`config.mk`:
```
export PLATFORM = sky130hd
export DESIGN_NAME = uart_word_rx
export DESIGN_NICKNAME = d
export VERILOG_FILES = /design/src/rtl/uart_word_rx.sv
export SDC_FILE = /design/constraint.sdc
export NUM_CORES = 1
export LEC_CHECK = 0
export ABC_AREA = 1
export CAP_MARGIN = 25
export CORE_UTILIZATION = 40
export CTS_CLUSTER_DIAMETER = 60
export DETAILED_ROUTE_END_ITERATION = 6
export PLACE_DENSITY = 0.66
export SYNTH_ARGS = -nofsm -noshare
export SYNTH_HDL_FRONTEND = slang
export SYNTH_SLANG_ARGS = --single-unit
```
`constraint.sdc`:
```
create_clock -name clk -period 1.9 [get_ports clk]
set_input_delay 0.19 -clock clk [delete_from_list [all_inputs] [get_ports clk]]
set_output_delay 0.19 -clock clk [all_outputs]
set_load 0.005 [all_outputs]
```
`src/rtl/uart_word_rx.sv`:
```
// 8N1 UART receiver that pairs bytes (low byte first) into 16-bit words and presents
// each word with a port_write level held for a fixed number of cycles.
module uart_word_rx #(
    parameter int unsigned div     = 434,
    parameter int unsigned hold    = 64,
    parameter int unsigned timeout = 20000
) (
    input  logic        clk,
    input  logic        reset,
    input  logic        rx,
    output logic [15:0] port_in,
    output logic        port_write,
    output logic        frame_err,
    output logic        busy
);

    typedef enum logic [1:0] {
        S_IDLE,
        S_START,
        S_DATA,
        S_STOP
    } state_t;

    localparam logic [15:0] L_HALF_M1 = 16'(div / 2 - 1);
    localparam logic [15:0] L_DIV_M1  = 16'(div - 1);
    localparam logic [15:0] L_HOLD_M1 = 16'(hold - 1);
    localparam logic [15:0] L_TO_M1   = 16'(timeout - 1);

    function automatic logic [15:0] sat_inc(input logic [15:0] v);
        return (v == 16'hFFFF) ? v : v + 16'd1;
    endfunction

    logic [1:0]  r_sync;
    logic        w_rxs;
    state_t      r_state;
    logic [15:0] r_cnt;
    logic [2:0]  r_bit;
    logic [7:0]  r_shift;
    logic [7:0]  r_low;
    logic        r_pending;
    logic [15:0] r_gap;
    logic [15:0] r_word;
    logic        r_word_valid;
    logic [15:0] r_port_in;
    logic        r_port_write;
    logic [15:0] r_hold_cnt;
    logic        r_frame_err;

    // Two-stage synchroniser; idles high so a reset never fakes a start bit.
    always_ff @(posedge clk) begin
        if (reset) begin
            r_sync <= 2'b11;
        end else begin
            r_sync <= {r_sync[0], rx};
        end
    end

    assign w_rxs = r_sync[1];

    always_ff @(posedge clk) begin
        if (reset) begin
            r_state      <= S_IDLE;
            r_cnt        <= 16'd0;
            r_bit        <= 3'd0;
            r_shift      <= 8'd0;
            r_low        <= 8'd0;
            r_pending    <= 1'b0;
            r_gap        <= 16'd0;
            r_word       <= 16'd0;
            r_word_valid <= 1'b0;
            r_port_in    <= 16'd0;
            r_port_write <= 1'b0;
            r_hold_cnt   <= 16'd0;
            r_frame_err  <= 1'b0;
        end else begin
            r_frame_err  <= 1'b0;
            r_word_valid <= 1'b0;

            // A completed word restarts the hold window even if port_write is already high.
            if (r_word_valid) begin
                r_port_in    <= r_word;
                r_port_write <= 1'b1;
                r_hold_cnt   <= L_HOLD_M1;
            end else if (r_port_write) begin
                if (r_hold_cnt == 16'd0) begin
                    r_port_write <= 1'b0;
                end else begin
                    r_hold_cnt <= r_hold_cnt - 16'd1;
                end
            end

            if (r_pending && (r_state == S_IDLE)) begin
                if (r_gap == L_TO_M1) begin
                    r_pending <= 1'b0;
                    r_gap     <= 16'd0;
                end else begin
                    r_gap <= sat_inc(r_gap);
                end
            end

            case (r_state)
                S_IDLE: begin
                    if (!w_rxs) begin
                        r_state <= S_START;
                        r_cnt   <= 16'd0;
                    end
                end
                S_START: begin
                    if (r_cnt == L_HALF_M1) begin
                        r_cnt   <= 16'd0;
                        r_bit   <= 3'd0;
                        r_state <= w_rxs ? S_IDLE : S_DATA;
                    end else begin
                        r_cnt <= sat_inc(r_cnt);
                    end
                end
                S_DATA: begin
                    if (r_cnt == L_DIV_M1) begin
                        r_cnt   <= 16'd0;
                        r_shift <= {w_rxs, r_shift[7:1]};
                        r_bit   <= r_bit + 3'd1;
                        if (r_bit == 3'd7) begin
                            r_state <= S_STOP;
                        end
                    end else begin
                        r_cnt <= sat_inc(r_cnt);
                    end
                end
                S_STOP: begin
                    if (r_cnt == L_DIV_M1) begin
                        r_cnt   <= 16'd0;
                        r_state <= S_IDLE;
                        r_gap   <= 16'd0;
                        if (w_rxs) begin
                            if (r_pending) begin
                                r_word       <= {r_shift, r_low};
                                r_word_valid <= 1'b1;
                                r_pending    <= 1'b0;
                            end else begin
                                r_low     <= r_shift;
                                r_pending <= 1'b1;
                            end
                        end else begin
                            // Bad stop bit poisons the whole pair, not just this byte.
                            r_frame_err <= 1'b1;
                            r_pending   <= 1'b0;
                        end
                    end else begin
                        r_cnt <= sat_inc(r_cnt);
                    end
                end
                default: r_state <= S_IDLE;
            endcase
        end
    end

    assign port_in    = r_port_in;
    assign port_write = r_port_write;
    assign frame_err  = r_frame_err;
    assign busy       = (r_state != S_IDLE) || r_pending;

endmodule

```
==> metrics <==
run status complete, no violations; clk_lat worst skew around 0.36 ns; synthesized area about 0.0051 mm²; Adder-Cell Fraction of Synth Area roughly 1.7%; Req. time, crit path about 2.2 ns; worst hold path class input port to flop; R2R setup slack 0.07 ns; fin worst setup slack between 0.07 and 0.08 ns; Compound-Gate Fraction of Synth Area between 10% and 20%; mux cell area share after synthesis 0%; maximum number of pins on one net before global-route repair 50; vias ~4700; design area 0.00608 mm²; clk buf depth 2; Post-synth ARST share 0%; count leader, synth nand2_1; reg-to-reg critical path endpoint r_word[15]$_SDFFE_PP0P_; TritonCTS clock tree built; drt total wl 11.3 mm; first-pass GRT wire length 19.1 mm; Reg2Reg Depth 11; Core ar. around 0.012 mm²; Unique masters post-synth 37; CP Capture Point r_word[15]$_SDFFE_PP0P_; total power 4.43 mW; largest fanout on the critical path 13; syn nets 724; Die ar. 0.0131 mm²; critical path arrival 2.11 ns; largest family of logic cells by synthesized area simple AND/OR/NAND/NOR gates; Vias/cell just over 5; # Max-Cap Violations 0; CP max stage cell dfxtp_1; Iteration-0 DRC Markers 299; cell taking the most area after synthesis dfxtp_1; global-route usage over all layers 18.0%; Critical Path Sink Type flop; Initial Util 41.7%; PwrDens around 730 mW/mm²; Multi-input gate area 0.00261 mm²; Synth top cells by count nand2_1 (132), nor2_1 (120), dfxtp_1 (107); part of the Yosys area used for sequential elements ~42%; CTS Buf Count 9; share of layout cells above drive strength 1 12.1%; maximum VDD drop approximately 0.6 mV; number of remaining DRC errors 0; Avg Cell Area, Syn around 7 µm²; relative slew slack around three fifths; FILL cells 1159; Post-synth EDFFs 0; Routed wire per std cell between 10 and 15 µm; Hold Violations, Final 0; Routed Antenna Nets 0; FP Rows 40; antenna violations before repair 0; CP max stage delay approximately 0.33 ns; Clock Skew about 0.011 ns; Yosys reg bits 107; Die Y 115 µm; total gr overflow 0; reg2reg start r_cnt[1]$_SDFFE_PP0P_; Post-DP HPWL ~7.8 mm; DIE WIDTH 115 µm; Setup WS pre-CTS -0.0882 ns; Port Buffers 21; LEAKAGE 2.47 nW; synth top area cells dfxtp_1 (42%), nand2_1 (9.8%), nor2_1 (8.9%), o21ai_0 (5.2%), a21oi_1 (5.0%); Startpoint Class flop; worst slew pin tran 0.595 ns; placed cell areas about 0.0056 mm²; f_max around 0.55 GHz; Final Cycle Share 96.2%; Reg area 0.00215 mm²; Yosys top cell area share approximately 42%; # diodes 0; final core utilization 50.0%; Top FF cell, synth dfxtp_1; Final Slew Violations 0; worst setup path start r_cnt[1]$_SDFFE_PP0P_; root buf cell clkbuf_16; Clock Sinks 107; number of global-route vias before repair between 4000 and 5000; CP Class flop to flop; Initial DRT Pass Iterations 5; cells along the critical path inv_1, ha_1, nand3_2, nor2_4, nand3_4, buf_6, nor3_4, buf_4, clkbuf_16, nor2_1, a211oi_2; CTS H-tree lvls 3; Total Nets Final 764; clock-pin slew on the worst setup and hold paths approximately 0.070 ns; yosys warns 0; Final Setup Violations 0; RePlAce Congestion 0.901; Post-Synth Simple-Gate Area roughly 32%; number of I/O pins 22; min Tclk post-route around 1.8 ns; post-synthesis xor/xnor area fraction 1.73%; gate count of the mapped netlist approximately 710; area grow syn2layout 20.0%
layout by cell type (no fill, tap or decap), drive strengths merged:
cell	netlist	final
xor2	10	10
a21oi	51	51
clkbuf	16	11
dfxtp	107	107
or2	2	2
clkinv	1	4
a31oi	9	9
buf	10	32
inv	70	72
nor2	128	128
nand3	47	47
o311ai	1	1
bufinv	0	1
clkinvlp	0	1
ha	7	7
nand2	137	137
o21ai	63	63
nor3	17	17
a211oi	8	8
nand4	13	13
nand3b	5	5
nor4	9	9
and2	1	1
nor3b	1	1
o21a	1	1
clkdlybuf4s50	0	21
final cells by class:
cell class | count | area share (%)
clock buffer | 9 | 3.70
clock inverter | 7 | 1.56
inverter | 71 | 4.44
multi-input combinational | 510 | 42.9
sequential | 107 | 35.3
tap | 168 | 3.46
timing repair buffer | 55 | 8.70
how the worst min path moves through the flow:
stage                          from              endpoint  cells after the start
4_1_cts                          rx  r_sync[0]$_SDFF_PP1_                      2
3_5_place_dp   r_sync[0]$_SDFF_PP1_  r_sync[1]$_SDFF_PP1_                      1
3_3_place_gp   r_sync[0]$_SDFF_PP1_  r_sync[1]$_SDFF_PP1_                      1
2_1_floorplan                    rx  r_sync[0]$_SDFF_PP1_                      1
5_1_grt                          rx  r_sync[0]$_SDFF_PP1_                      2
6_report                         rx  r_sync[0]$_SDFF_PP1_                      2
metal layers:
| layer | routed length (µm) | global-route usage [%] | vias to the layer above | share of wire [%] |
|---|---|---|---|---|
| met5 | 0 | 0 | - | 0 |
| met4 | 218 | 7.53 | 0 | 1.9 |
| met3 | 375 | 2.96 | 20 | 3.3 |
| met2 | 5420 | 31.6 | 88 | 48 |
| met1 | 5290 | 21.7 | 2183 | 47 |
| li1 | - | - | 2433 | - |
where the power goes:
part	leakage [nW]	switching [mW]	internal (mW)
Sequential	0.864	0.0107	2.25
Clock	0.157	0.906	1.06
Combinational	1.45	0.135	0.0699
timing repair:
action,in CTS,in global routing
cloned,0,2
setup endpoints to repair,8,49
hold buffers,0,0
pin swaps,0,4
setup buffers,0,4
gates resized for setup,3,24
kinds of logic after synthesis:
family                     Yosys count
AOI/OAI and AO/OA                  133
DFF                                107
buffers and inverters               97
xor gates and xnor gates            10
and+or+nand+nor                    360
adders and majority gates            7
stage by stage:
stage / std cells / hold slack (ns) / setup TNS, ns
after floorplan: 714 / 0.294 / 0
after global placement: 905 / 0.409 / -0.0305
after detailed placement: 905 / 0.415 / -0.213
after CTS: 921 / 0.390 / 0
after global routing: 927 / 0.400 / -0.408
final: 927 / 0.396 / 0
flip-flops by register name, indices dropped and copies added (netlist names), named ones only:
register and flops:
port_in 16, r_cnt 16, r_gap 16, r_hold_cnt 16, r_word 16, r_low 8, r_shift 8, r_bit 3
r_sync 2, frame_err 1, port_write 1, r_pending 1, r_state 1, r_word_valid 1
critical path: cells and delay by family (launching register included):
family	cells	cell delay, ns
buffers and inverters	4	0.55
DFF	1	0.33
AOI/OAI and AO/OA	1	0.13
and+or+nand+nor	5	0.59
adders and majority gates	1	0.16
Power figures use the tool's default switching activity.
